--- src/rtl/mem_arbiter.sv ---
// mem_arbiter: shares one combinational-read data RAM between an instruction-fetch
// read port and a load/store port. Each access runs IDLE -> ACCESS -> [RMW_WR] -> DONE.
// Sub-word stores are done as a read-modify-write.
// Build option: define ARB_RR_EN to grant round-robin on IF/MEM contention
// (default: MEM has fixed priority over IF).
module mem_arbiter #(
    parameter int AW = 17
) (
    input  logic          clk,
    input  logic          rst,
    input  logic          if_req,
    input  logic [31:0]   if_addr,
    output logic [31:0]   if_rdata,
    output logic          if_ack,
    input  logic          mem_re,
    input  logic          mem_we,
    input  logic [31:0]   mem_addr,
    input  logic [3:0]    mem_sel,
    input  logic [31:0]   mem_wdata,
    output logic [31:0]   mem_rdata,
    output logic          mem_ack,
    output logic          stall_req,
    output logic          ram_ce,
    output logic          ram_re,
    output logic          ram_we,
    output logic [AW-1:0] ram_addr,
    output logic [31:0]   ram_wdata,
    input  logic [31:0]   ram_rdata
);

    typedef enum logic [1:0] {
        S_IDLE   = 2'd0,
        S_ACCESS = 2'd1,
        S_RMW_WR = 2'd2,
        S_DONE   = 2'd3
    } state_t;

    state_t        r_state;
    state_t        w_state_next;

    logic          w_mem_pend;
    logic          w_grant_any;
    logic          w_grant_mem;
    logic          w_partial;

    logic          r_owner_mem;
    logic [AW-1:0] r_addr;
    logic [3:0]    r_sel;
    logic [31:0]   r_wdata;
    logic          r_wr;
    logic [31:0]   r_word;
    logic          r_if_ack;
    logic          r_mem_ack;
    logic [31:0]   r_if_rdata;
    logic [31:0]   r_mem_rdata;

    // Byte-lane merge: lane i comes from new_w when sel[i] is set, else from old_w.
    function automatic logic [31:0] merge_bytes(input logic [3:0]  sel,
                                                input logic [31:0] new_w,
                                                input logic [31:0] old_w);
        logic [31:0] res;
        res = old_w;
        for (int i = 0; i < 4; i++) begin
            if (sel[i]) begin
                res[8*i +: 8] = new_w[8*i +: 8];
            end else begin
                res[8*i +: 8] = old_w[8*i +: 8];
            end
        end
        return res;
    endfunction

    // Byte-offset and upper address bits are deliberately ignored.
    logic w_unused_bits;
    assign w_unused_bits = ^{if_addr[1:0], if_addr[31:AW+2], mem_addr[1:0], mem_addr[31:AW+2]};

    assign w_mem_pend  = mem_re | mem_we;
    assign w_grant_any = w_mem_pend | if_req;
    assign w_partial   = (r_sel != 4'hF) && (r_sel != 4'h0);

`ifdef ARB_RR_EN
    logic r_rr_mem_first;

    // Round-robin pointer: after each grant, favour the other requester next time.
    always_ff @(posedge clk or negedge rst) begin
        if (!rst) begin
            r_rr_mem_first <= 1'b1;
        end else if ((r_state == S_IDLE) && w_grant_any) begin
            r_rr_mem_first <= ~w_grant_mem;
        end else begin
            r_rr_mem_first <= r_rr_mem_first;
        end
    end

    // Grant selection: pointer breaks IF/MEM ties, a lone requester always wins.
    always_comb begin
        w_grant_mem = 1'b0;
        if (w_mem_pend && if_req) begin
            w_grant_mem = r_rr_mem_first;
        end else begin
            w_grant_mem = w_mem_pend;
        end
    end
`else
    // Grant selection: load/store always beats instruction fetch.
    always_comb begin
        w_grant_mem = w_mem_pend;
    end
`endif

    // FSM state register.
    always_ff @(posedge clk or negedge rst) begin
        if (!rst) begin
            r_state <= S_IDLE;
        end else begin
            r_state <= w_state_next;
        end
    end

    // FSM next-state logic.
    always_comb begin
        w_state_next = r_state;
        case (r_state)
            S_IDLE: begin
                if (w_grant_any) begin
                    w_state_next = S_ACCESS;
                end else begin
                    w_state_next = S_IDLE;
                end
            end
            S_ACCESS: begin
                if (r_wr && w_partial) begin
                    w_state_next = S_RMW_WR;
                end else begin
                    w_state_next = S_DONE;
                end
            end
            S_RMW_WR: w_state_next = S_DONE;
            S_DONE:   w_state_next = S_IDLE;
            default:  w_state_next = S_IDLE;
        endcase
    end

    // FSM outputs: RAM strobes, address and write data per state.
    always_comb begin
        ram_ce    = 1'b0;
        ram_re    = 1'b0;
        ram_we    = 1'b0;
        ram_addr  = '0;
        ram_wdata = 32'h0000_0000;
        case (r_state)
            S_ACCESS: begin
                ram_ce   = 1'b1;
                ram_addr = r_addr;
                if (!r_wr) begin
                    ram_re = 1'b1;
                end else if (r_sel == 4'hF) begin
                    ram_we    = 1'b1;
                    ram_wdata = r_wdata;
                end else if (r_sel != 4'h0) begin
                    ram_re = 1'b1;
                end else begin
                    ram_re = 1'b0;
                end
            end
            S_RMW_WR: begin
                ram_ce    = 1'b1;
                ram_we    = 1'b1;
                ram_addr  = r_addr;
                ram_wdata = merge_bytes(r_sel, r_wdata, r_word);
            end
            default: begin
                ram_ce = 1'b0;
            end
        endcase
    end

    // Latch the winning request in IDLE; capture the old word for read-modify-write.
    always_ff @(posedge clk or negedge rst) begin
        if (!rst) begin
            r_owner_mem <= 1'b0;
            r_addr      <= '0;
            r_sel       <= 4'h0;
            r_wdata     <= 32'h0000_0000;
            r_wr        <= 1'b0;
            r_word      <= 32'h0000_0000;
        end else if ((r_state == S_IDLE) && w_grant_any) begin
            r_owner_mem <= w_grant_mem;
            if (w_grant_mem) begin
                r_addr  <= mem_addr[AW+1:2];
                r_sel   <= mem_sel;
                r_wdata <= mem_wdata;
                r_wr    <= mem_we;
            end else begin
                r_addr  <= if_addr[AW+1:2];
                r_sel   <= 4'hF;
                r_wdata <= 32'h0000_0000;
                r_wr    <= 1'b0;
            end
        end else if ((r_state == S_ACCESS) && r_wr && w_partial) begin
            r_word <= ram_rdata;
        end else begin
            r_word <= r_word;
        end
    end

    // Acks pulse during DONE; read data is held until the same owner reads again.
    always_ff @(posedge clk or negedge rst) begin
        if (!rst) begin
            r_if_ack    <= 1'b0;
            r_mem_ack   <= 1'b0;
            r_if_rdata  <= 32'h0000_0000;
            r_mem_rdata <= 32'h0000_0000;
        end else begin
            r_if_ack  <= (w_state_next == S_DONE) && !r_owner_mem;
            r_mem_ack <= (w_state_next == S_DONE) && r_owner_mem;
            if ((r_state == S_ACCESS) && !r_wr) begin
                if (r_owner_mem) begin
                    r_mem_rdata <= ram_rdata;
                end else begin
                    r_if_rdata <= ram_rdata;
                end
            end else begin
                r_mem_rdata <= r_mem_rdata;
            end
        end
    end

    assign if_ack    = r_if_ack;
    assign mem_ack   = r_mem_ack;
    assign if_rdata  = r_if_rdata;
    assign mem_rdata = r_mem_rdata;
    assign stall_req = (if_req & ~r_if_ack) | (w_mem_pend & ~r_mem_ack);

endmodule
--- config.mk ---
export PLATFORM = sky130hd
export DESIGN_NAME = mem_arbiter
export DESIGN_NICKNAME = d
export VERILOG_FILES = /design/src/rtl/mem_arbiter.sv
export SDC_FILE = /design/constraint.sdc
export NUM_CORES = 1
export LEC_CHECK = 0
export BUFFER_PORTS_ARGS = -buffer_cell sky130_fd_sc_hd__buf_2
export CAP_MARGIN = 10
export CORE_MARGIN = 5
export CORE_UTILIZATION = 31
export CTS_CLUSTER_DIAMETER = 60
export DETAILED_ROUTE_END_ITERATION = 16
export PLACE_DENSITY_LB_ADDON = 0.25
export SETUP_SLACK_MARGIN = 0.4
export SLEW_MARGIN = 20
export SYNTH_ARGS = -nofsm -noshare
export SYNTH_HDL_FRONTEND = slang
export SYNTH_SLANG_ARGS = --single-unit
--- constraint.sdc ---
create_clock -name clk -period 1.8 [get_ports clk]
set_clock_uncertainty 0.2 [all_clocks]
set_input_delay 0 -clock clk [delete_from_list [all_inputs] [get_ports clk]]
set_output_delay 0 -clock clk [all_outputs]
set_load 0.01 [all_outputs]
; ---- Word-level counts from Yosys, hierarchy flattened
; Cells that the tools add are included.
[totals]
regBits = 155
latchBits = 0
mem_bits_rw = 0
mem_bits_ro = 0
in_bits = 137
out_inout_bits = 119
word_cells = 65
memories = 0
[op_classes]
n_addsub = 0
mul = 0
div = 0
magnitude_cmp = 0
eq_ne = 6
shift = 0
mux = 23
n_bitwise = 9
n_reduce_logical = 16
[ops]
columns = operator, count
row1 = $mux W32, 3
row2 = $pmux W32 S2, 1
row3 = $mux W17, 2
row4 = $mux W8, 4
row5 = $mux W1, 10
row6 = $logic_and A1 B1 Y1, 8
row7 = $pmux W2 S4, 1
row8 = $eq A2 B2 Y1 const B, 3
row9 = $reduce_and A2 Y1, 3
row10 = $eq A4 B4 Y1 const B, 1
row11 = $mux W4, 1
row12 = $ne A4 B4 Y1 const B, 1
row13 = $not A1 Y1, 4
row14 = $reduce_bool A4 Y1, 1
row15 = $or A1 B1 Y1, 3
row16 = $and A1 B1 Y1, 2
row17 = $eq A2 B1 Y1 const B, 1
row18 = $logic_not A1 Y1, 2
row19 = $logic_not A2 Y1, 1
row20 = $pmux W1 S2, 1
row21 = $reduce_or A2 Y1, 1

; ---- Logic depth before layout (Yosys ltp)
; Gate-level depths: netlist of the first run.
[logic_depth]
word_depth = 7
depth_mapped = 7
depth_no_buf = 5

; ---- Least setup slack after synthesis of the first run
; OpenSTA, ideal clock, no wires.
[synth_path]
path_kind = reg2reg
startpoint = register r_state[1]
endpoint = register r_if_rdata[10] (netlist: if_rdata[10])
arrival_time_ns = 1.607
setup_slack_ns = -0.132
stages_incl_launch_ff = 7
n_path_buf = 2
cell_sequence = dfrtp_1 -> inv_1 -> ha_1 -> buf_2 -> nor3b_2 -> buf_2 -> mux2_2
[synth_between]
elab_chain_len = 3
[synth_rtl]
columns = item, line_no
row1 = start: declaration, 38  ; state_t r_state;
row2 = start signal: assignment, 116  ; r_state <= w_state_next;
row3 = $eq A2 B1 Y1, 217  ; if ((r_state == S_ACCESS) && !r_wr) begin
row4 = $logic_and A1 B1 Y1, 217
row5 = $reduce_and A2 Y1 (no source line), n/a
row6 = end signal: assignment, 221  ; r_if_rdata <= ram_rdata;
row7 = end: declaration, 54  ; logic [31:0] r_if_rdata;
; No other way between the ends.
; A chain may end at the register's enable or synchronous reset.

; ---- Worst setup path after layout of the first run
[layout_path]
startpoint = register r_state[1]
endpoint = output port ram_wdata[14]
[layout_between]
elab_chain_len = 2
elab_cells_between_ends = 3
[layout_rtl]
columns = item, line_no
row1 = $eq A2 B2 Y1 or $eq A2 B1 Y1 (tied branches), 151  ; case (r_state)
row2 = $pmux W32 S2 *, 151
row3 = end: declaration, 27  ; output logic [31:0] ram_wdata,
; Mark *: on every way between the ends. The rest lies on a longest branch, timed or not.

==> metrics.csv, run 1 <==
stage;metric;value;unit
job;max cap viols;0;
clock_tree;clock latency on the worst-skew pair;420;ps
yosys;Cell Area, Synth;0.00779;sq mm
clock_tree;clk slew on worst S/H paths;60;ps
finish;fin util;54.6;%
clock_tree;TritonCTS clock tree;done;
clock_tree;clock buffer depth;2;
sta;unrepaired setup endpoints after global routing;yes;
sta;setup ws final;-273;ps
yosys;Yosys reg bits;155;
routing;Initial DRC Count;407;
sta;hold_ws;-110;ps
clock_tree;Root Driver;clkbuf_16;
yosys;Ys Warns;0;
floorplanning;Core Box Area;0.0250;sq mm
setup_path;WP data required;1600;ps
floorplanning;die area;0.0284;sq mm
finish;fin nets;1257;
yosys;top cell type's share of synthesized area;49.8;%
global_route;initial antenna violation count;0;
yosys;cells after synthesis;727;
setup_path;Worst path top cell family by delay;flip-flops;
routing;First-pass DRT Iterations;5;
setup_path;Crit Path Max Fanout;5;
sta;post-layout min period;2070;ps
routing;post-route ant nets;0;
setup_path;CP cell instances;inv_2 > ha_4 > and2_4 > buf_6 > nand4_1 > a31oi_4 > buf_6;
floorplanning;die extent in y;169;um
clock_tree;TritonCTS Buffers;17;
routing;Via density;5.24;
setup_path;Startpoint Class;flop;
finish;register area;0.00388;sq mm
outcome;failing checks;hold timing, setup timing;
finish;# fillers;2078;
clock_tree;CTS sink count;155;
setup_path;WP buf/inv;3;
routing;via count;7646;
hold_path;Hold Path Class;in2async;
outcome;outcome;complete, but fails checks;
setup_path;crit path kind;reg2out;
clock_tree;H-tree Lvls;4;
setup_path;most used cell, CP;buf_6;
global_route;pin count of the biggest net entering global routing;45;
yosys;biggest area consumer among synthesized cells;dfrtp_1;
power_and_ir_drop;Power Total;26200;uW
sta;final slew viol count;0;
sta;endpoints failing setup;118;
power_and_ir_drop;peak supply drop;1.01;mV
floorplanning;Ports;256;
yosys;Most used DFF post-synth;dfrtp_1;
global_route;total global routing track utilization;21.1;%
global_route;first-pass GRT wire length;47.0;mm
yosys;Async SR Flop Fraction;100;%
yosys;register area share after synthesis;49.8;%
finish;layout cell share with drive strength beyond 1;52.3;%
routing;# DRC;0;
placement;placed cell area;0.00988;sq mm
placement;# port buffers;225;
finish;multi-input gate area in the final layout;0.00452;sq mm
setup_path;critical path's slowest cell;dfrtp_1;
yosys;EDFF count, synth;0;
sta;Worst slew margin;43.5;%
finish;leading cell type in the layout, fill and taps excluded;buf_2;
floorplanning;Die Width;169;um
placement;global placer's final weighted congestion;0.780;
clock_tree;Hold Buf Count CTS;105;
yosys;Yosys cell types;41;
setup_path;Worst path max stage delay;400;ps
finish;commonest cells after routing, fill and taps aside;212 x buf_2, 154 x dfrtp_1, 105 x dlygate4sd3_1, 62 x mux2_4, 40 x nand2_1;
setup_path;Critical Path Sink Type;output pin;
floorplanning;Starting Density;31.2;%
sta;worst-margin pin slew;848;ps
sta;Final period util;115;%
power_and_ir_drop;PwrDens;1920;mW/mm^2
yosys;most area-consuming cells after synthesis;dfrtp_1 50%, mux2_2 13%, a22o_1 3.7%;
routing;drt total wl;31.3;mm
finish;antenna cells;0;
yosys;syn_nets;868;
power_and_ir_drop;Leak;0.00627;uW
yosys;syn_area_per_cell;10.7;sq um
placement;Post-DP HPWL;17.5;mm
setup_path;CP arrival;1870;ps
sta;Fmax;482;MHz
global_route;total grt overflow;0;
global_route;vias in the first global route;8000;
floorplanning;# rows;58;
finish;Layout area overhead;75.0;%
routing;WL per Instance;21.5;um
sta;final count of hold timing violations;38;
finish;design area;0.0136;sq mm
[synth_stat cells, drive strengths merged (2+ instances only)]
library cell / count
a22o: 33
a2bb2oi: 32
a32oi: 24
and2: 20
and3: 32
and4: 2
buf: 24
clkbuf: 50
dfrtp: 155
ha: 4
inv: 3
mux2: 88
mux2i: 17
nand2: 67
nand3: 33
nand3b: 2
nand4: 34
nor2: 29
nor2b: 2
nor3: 2
nor4: 2
o21ai: 51
o22a: 4
o22ai: 8
[final timing paths]
check | startpoint | to | slack (ps) | cells past startpoint
max in group asynchronous | rst | r_wdata[25] | 890 | 3
setup / recovery | r_state[1] | ram_wdata[14] | -270 | 7
min in group clk | if_req | r_word[2] | 70 | 5
setup reg to reg | r_state[1] | if_rdata[27] | -250 | 8
hold / removal | rst | r_wdata[26] | -110 | 2
hold reg to reg | r_addr[10] | r_addr[10] | 290 | 2
[sequential cells by signal, indices dropped and copies added (netlist names)]
name / cells
mem_rdata: 32
mem_ack: 1
r_sel: 4
r_addr: 17
r_owner_mem: 1
r_state: 2
if_rdata: 32
r_wdata: 32
if_ack: 1
r_word: 32
r_wr: 1
[area by class of cell]
type                       count  area share [%]
timing repair buffer         443            30.5
inverter                       4           0.202
multi-input combinational    495            33.1
clock buffer                  20            3.28
clock inverter                12            1.37
tap                          330            3.03
sequential                   155            28.5
[logic make-up (layout without fill, tap and decap cells)]
family                   Yosys count  in the layout  share of synthesized area, %
AND/OR/NAND/NOR                  228            228                          15.4
multiplexers                     105            105                          14.9
flip-flops                       155            155                          49.8
adder cells (fa/ha/maj)            4              4                         0.642
buffers and inverters             78            479                          4.30
AO/OA/AOI/OAI                    157            158                          15.0
[per-layer routing]
layer  global-route usage [%]  wire [um]
met1                     28.4      13900
met2                     34.6      15000
met3                     3.55       1640
met4                     7.20        786
met5                        0          0
[what timing repair did]
action / 4_1_cts / 5_1_grt
pin swaps: 43 / 68
resized for setup: 114 / 150
hold endpoints to repair: 306 / 38
setup buffers: 20 / 12
gates cloned: 25 / 6
endpoints found under the setup margin: 206 / 207
[per-stage QoR]
| step | setup TNS (ps) | setup WS, ps | std cells |
|---|---|---|---|
| 6_report | -19400 | -273 | 1459 |
| 2_1_floorplan | 0 | 0.267 | 727 |
| 3_5_place_dp | 0 | 0.208 | 1259 |
| 4_1_cts | -17430 | -257 | 1441 |
| 3_3_place_gp | 0 | 15.9 | 1259 |
| 5_1_grt | -26310 | -325 | 1459 |
[where the power goes]
part | leakage [uW] | internal (uW) | switching, uW
sequential | 0.00178 | 5100 | 1330
combinational | 0.00419 | 8530 | 7290
clock | 0.000298 | 2380 | 1580
total | 0.00627 | 16000 | 10200
Power figures use the tool's default switching activity.
==> inputs of run 2 (changes only) <==
--- a/config.mk
+++ b/config.mk
@@ -11,6 +11,7 @@
 export CORE_UTILIZATION = 31
 export CTS_CLUSTER_DIAMETER = 60
 export DETAILED_ROUTE_END_ITERATION = 16
+export HOLD_SLACK_MARGIN = 0.15
 export PLACE_DENSITY_LB_ADDON = 0.25
 export SETUP_SLACK_MARGIN = 0.4
 export SLEW_MARGIN = 20
==> run 2 against run 1 <==
  * The run still ends with hold timing, setup timing left
  * Sequential share of layout area is 0.42 points lower
  * Clock power is 1% lower
  * Cell area up 1.5%
  * Clock-buffer cell count unchanged
  * Critical endpoint is now ram_wdata[25]
==> metrics.csv, run 2 (synthesis results as in run 1) <==
stage;metric;value;unit
finish;commonest cells after routing, fill and taps aside;207 x buf_2, 155 x dfrtp_1, 128 x dlygate4sd3_1, 57 x mux2_2, 39 x nand2_1;
clock_tree;TritonCTS Buffers;17;
finish;antenna cells;0;
clock_tree;Hold Buf Count CTS;128;
sta;final slew viol count;0;
sta;post-layout min period;2070;ps
hold_path;Hold Path Class;in2async;
sta;Worst slew margin;39.8;%
placement;placed cell area;0.00988;sq mm
sta;setup ws final;-269;ps
routing;Initial DRC Count;417;
setup_path;Startpoint Class;flop;
global_route;first-pass GRT wire length;47.6;mm
routing;Via density;5.22;
sta;endpoints failing setup;116;
setup_path;Critical Path Sink Type;output pin;
floorplanning;Core Box Area;0.0250;sq mm
clock_tree;clock buffer depth;2;
finish;leading cell type in the layout, fill and taps excluded;buf_2;
power_and_ir_drop;peak supply drop;1.06;mV
routing;# DRC;0;
routing;via count;7710;
sta;unrepaired setup endpoints after global routing;yes;
routing;WL per Instance;21.3;um
clock_tree;CTS sink count;155;
sta;Final period util;115;%
setup_path;Worst Reg-to-Reg Cells;8;
setup_path;crit path kind;reg2out;
finish;design area;0.0138;sq mm
placement;global placer's final weighted congestion;0.780;
placement;Post-DP HPWL;17.5;mm
placement;cell count after placement;1259;
sta;final count of hold timing violations;38;
setup_path;CP arrival;1870;ps
floorplanning;die extent in y;169;um
finish;fin nets;1274;
global_route;vias in the first global route;8107;
finish;layout cell share with drive strength beyond 1;51.8;%
power_and_ir_drop;Leak;0.00622;uW
clock_tree;H-tree Lvls;4;
setup_path;r2r endpoint;if_rdata[0];
outcome;outcome;complete, but fails checks;
floorplanning;# rows;58;
finish;fin util;55.4;%
job;max cap viols;0;
global_route;total grt overflow;0;
sta;worst-margin pin slew;903;ps
clock_tree;TritonCTS clock tree;done;
floorplanning;Starting Density;31.2;%
setup_path;flop2flop setup slack;-260;ps
sta;Fmax;483;MHz
floorplanning;Ports;256;
floorplanning;Die Width;169;um
clock_tree;Root Driver;clkbuf_16;
floorplanning;die area;0.0284;sq mm
setup_path;critical path's slowest cell;dfrtp_1;
setup_path;CP cell instances;inv_2 > ha_4 > and2_4 > buf_12 > a32oi_1 > nor2_2 > buf_2;
setup_path;WP data required;1600;ps
setup_path;Worst Setup SP;r_state[1];
setup_path;Crit Path Max Fanout;12;
placement;# port buffers;225;
setup_path;reg2reg start;r_state[1];
clock_tree;clk slew on worst S/H paths;70;ps
global_route;initial antenna violation count;0;
power_and_ir_drop;PwrDens;1890;mW/mm^2
global_route;total global routing track utilization;21.3;%
global_route;pin count of the biggest net entering global routing;45;
setup_path;Worst path max stage delay;380;ps
finish;Layout Cells excl Fill;1476;
routing;post-route ant nets;0;
routing;First-pass DRT Iterations;5;
routing;drt total wl;31.4;mm
finish;Layout area overhead;77.5;%
sta;hold_ws;-122;ps
clock_tree;clock latency on the worst-skew pair;430;ps
outcome;failing checks;hold timing, setup timing;
[run 2: cell count changes in the layout (fill, tap and decap cells not counted), sizes merged]
cell / delta
dlygate4sd3: +23
buf: -7
bufbuf: +2
clkbuf: -1
[run 2: metrics by stage]
stage                     setup WS, ps  setup TNS [ps]  power (uW)
after global placement            15.9               0       16700
after floorplan                  0.267               0       13300
after CTS                         -257          -17420       24400
after detailed placement         0.208               0       16900
final                             -269          -20140       26200
after global routing              -336          -28400       27600
[run 2: worst max-delay path by stage]
stage | to | slack [ps]
after global routing | ram_wdata[29] | -340
after global placement | if_rdata[30] | 20
final | ram_wdata[25] | -270
after detailed placement | if_rdata[27] | 0.2
after floorplan | if_rdata[10] | 0.3
after CTS | ram_wdata[14] | -260
[run 2: timing repair]
action / CTS / global route
endpoints found under the setup margin: 206 / 207
gates cloned: 25 / 5
pin swaps: 43 / 70
hold endpoints to repair: 306 / 86
setup buffers: 20 / 7
gates resized for setup: 114 / 142
[run 2: report_power, final]
| group | switching (uW) | total, uW | leakage, uW | internal, uW |
|---|---|---|---|---|
| combinational | 7420 | 15800 | 0.00414 | 8360 |
| clock | 1540 | 3920 | 0.000298 | 2380 |
| sequential | 1360 | 6460 | 0.00178 | 5100 |
| total | 10300 | 26200 | 0.00622 | 15800 |
[run 2: worst max-delay path: cells and delay by family, from the launching register on]
family          cells  cell delay [ps]
fa+ha+maj           1              160
simple gates        2              240
compound gates      1              280
flops               1              380
buf+inv             3              390
[run 2: routing by layer]
metal  wire (um)  vias to the layer above  track usage (%)
met5           0                        -                0
met4         777                        0             6.14
met3        1670                       45             3.90
met2       15100                      292             35.3
met1       13900                     3840             28.6
li1            -                     3533                -
[run 2: final cells by class]
type | count | area, sq um
clock buffers | 20 | 447
clock inverters | 12 | 186
fillers | 2057 | 11100
inverters | 4 | 27.5
multi-input cells | 495 | 4550
flip-flops and latches | 155 | 3880
well taps | 330 | 413
repair buffers | 460 | 4330
==> inputs of run 3 (changes only) <==
--- a/config.mk
+++ b/config.mk
@@ -12,7 +12,7 @@
 export CTS_CLUSTER_DIAMETER = 60
 export DETAILED_ROUTE_END_ITERATION = 16
 export HOLD_SLACK_MARGIN = 0.15
-export PLACE_DENSITY_LB_ADDON = 0.25
+export PLACE_DENSITY = 0.66
 export SETUP_SLACK_MARGIN = 0.4
 export SLEW_MARGIN = 20
 export SYNTH_ARGS = -nofsm -noshare
==> run 3 against run 2 <==
  * The run still ends with hold timing, setup timing left
  * Sequential share of layout area fell by 0.49 points
  * Core utilization rose by 1.1 points
  * Wire length rose by 4.5%
  * Global-route usage fell by 0.51 points
  * Highest routed layer unchanged
  * Critical path type unchanged
  * Largest cell class unchanged
  * Clock-buffer cell count fell by 1
==> metrics.csv, run 3 (synthesis results as in run 1) <==
stage;metric;value;unit
global_route;pin count of the biggest net entering global routing;58;
power_and_ir_drop;Power Total;27400;uW
sta;endpoints failing setup;125;
clock_tree;CTS sink count;155;
power_and_ir_drop;PwrDens;1940;mW/mm^2
routing;# DRC;0;
floorplanning;Starting Density;31.2;%
outcome;failing checks;hold timing, setup timing;
sta;unrepaired setup endpoints after global routing;yes;
clock_tree;H-tree Lvls;4;
setup_path;reg2reg start;r_state[1];
finish;fin nets;1288;
global_route;met1 Use GR;26.5;%
finish;commonest cells after routing, fill and taps aside;199 x buf_2, 151 x dfrtp_1, 129 x dlygate4sd3_1, 66 x mux2_4, 52 x buf_6;
finish;Layout area overhead;81.0;%
power_and_ir_drop;peak supply drop;0.896;mV
placement;placed cell area;0.00976;sq mm
setup_path;flop2flop setup slack;-230;ps
sta;final slew viol count;0;
routing;Initial DRC Count;526;
clock_tree;clock latency on the worst-skew pair;430;ps
finish;design area;0.0141;sq mm
clock_tree;TritonCTS clock tree;done;
routing;drt total wl;32.8;mm
outcome;outcome;complete, but fails checks;
power_and_ir_drop;Leak;0.00646;uW
finish;fin util;56.5;%
global_route;total grt overflow;0;
sta;Fmax;475;MHz
job;max cap viols;0;
setup_path;CP arrival;1900;ps
global_route;GR peak layer;met2;
hold_path;Hold Path Class;in2async;
routing;WL per Instance;22.0;um
finish;leading cell type in the layout, fill and taps excluded;buf_2;
setup_path;r2r endpoint;if_rdata[27];
setup_path;WP data required;1600;ps
placement;global placer's final weighted congestion;0.804;
floorplanning;Core Box Area;0.0250;sq mm
sta;post-layout min period;2100;ps
setup_path;Critical Path Sink Type;output pin;
routing;via count;7778;
global_route;routing usage on met3;4.18;%
floorplanning;Die Width;169;um
sta;setup ws final;-305;ps
routing;post-route ant nets;0;
placement;cell count after placement;1254;
global_route;vias in the first global route;8082;
sta;Fin Setup TNS;-19770;ps
placement;Post-DP HPWL;17.4;mm
sta;hold_ws;-131;ps
sta;final count of hold timing violations;41;
floorplanning;Ports;256;
clock_tree;Hold Buf Count CTS;131;
floorplanning;die area;0.0284;sq mm
clock_tree;clk slew on worst S/H paths;70;ps
floorplanning;die extent in y;169;um
setup_path;Worst Reg-to-Reg Cells;8;
sta;Final period util;117;%
clock_tree;Root Driver;clkbuf_16;
routing;First-pass DRT Iterations;7;
global_route;total global routing track utilization;20.8;%
clock_tree;clock buffer depth;2;
placement;# port buffers;225;
setup_path;Startpoint Class;flop;
global_route;met2 GRT Util;35.2;%
floorplanning;# rows;58;
sta;worst-margin pin slew;549;ps
finish;Layout Cells excl Fill;1491;
setup_path;Worst Setup SP;r_state[1];
finish;layout cell share with drive strength beyond 1;52.5;%
setup_path;crit path kind;reg2out;
routing;Via density;5.22;
global_route;first-pass GRT wire length;46.7;mm
global_route;initial antenna violation count;0;
setup_path;Crit Path Max Fanout;6;
sta;Worst slew margin;63.4;%
clock_tree;TritonCTS Buffers;17;
==> run 3: how the worst max path moves through the flow <==
stage	endpoint	cells after the start
floorplan	if_rdata[10]	6
detailed placement	ram_wdata[15]	5
global placement	ram_wdata[13]	5
global route	ram_wdata[13]	6
CTS	ram_wdata[15]	6
finish	ram_wdata[13]	8
==> run 3: metrics by stage <==
step           setup WS (ps)  hold slack (ps)
4_1_cts                 -275             -127
5_1_grt                 -378            -96.0
6_report                -305             -131
3_5_place_dp            -140             -235
3_3_place_gp            -112             -235
2_1_floorplan          0.267             -496
==> run 3: final cells by class <==
cell class | count | area (sq um)
Fill cell | 1945 | 10900
Multi-Input combinational cell | 494 | 4630
Timing Repair Buffer | 475 | 4510
Sequential cell | 155 | 3880
Clock buffer | 19 | 443
Tap cell | 330 | 413
Clock inverter | 13 | 189
Inverter | 4 | 27.5
Antenna cell | 1 | 2.50
==> run 3: power breakdown <==
part	internal (uW)	total, uW	switching (uW)
logic	9230	16900	7670
clock network	2370	3970	1600
registers	5110	6510	1400
total	16700	27400	10700
==> run 3: timing repair <==
action                                 in CTS  in global routing
setup buffers                              30                 19
endpoints found under the hold margin     309                 89
setup endpoints to repair                 206                207
pin swaps                                  68                 27
resized for setup                         180                144
gates cloned                               17                  7
==> run 3: routing by layer <==
layer	wire length, um	vias up	part of all wire [%]
li1	-	3542	-
met2	16500	279	50
met1	14000	3903	43
met3	1420	54	4.3
met5	0	-	0
met4	892	0	2.7
==> run 3: worst max-delay path, cell delays in order, from the launching register on <==
cell	delay, ps
dfrtp_1	390
inv_2	110
ha_4	150
and2_4	170
buf_4	120
a21oi_4	60
buf_12	140
o22ai_2	170
buf_2	160
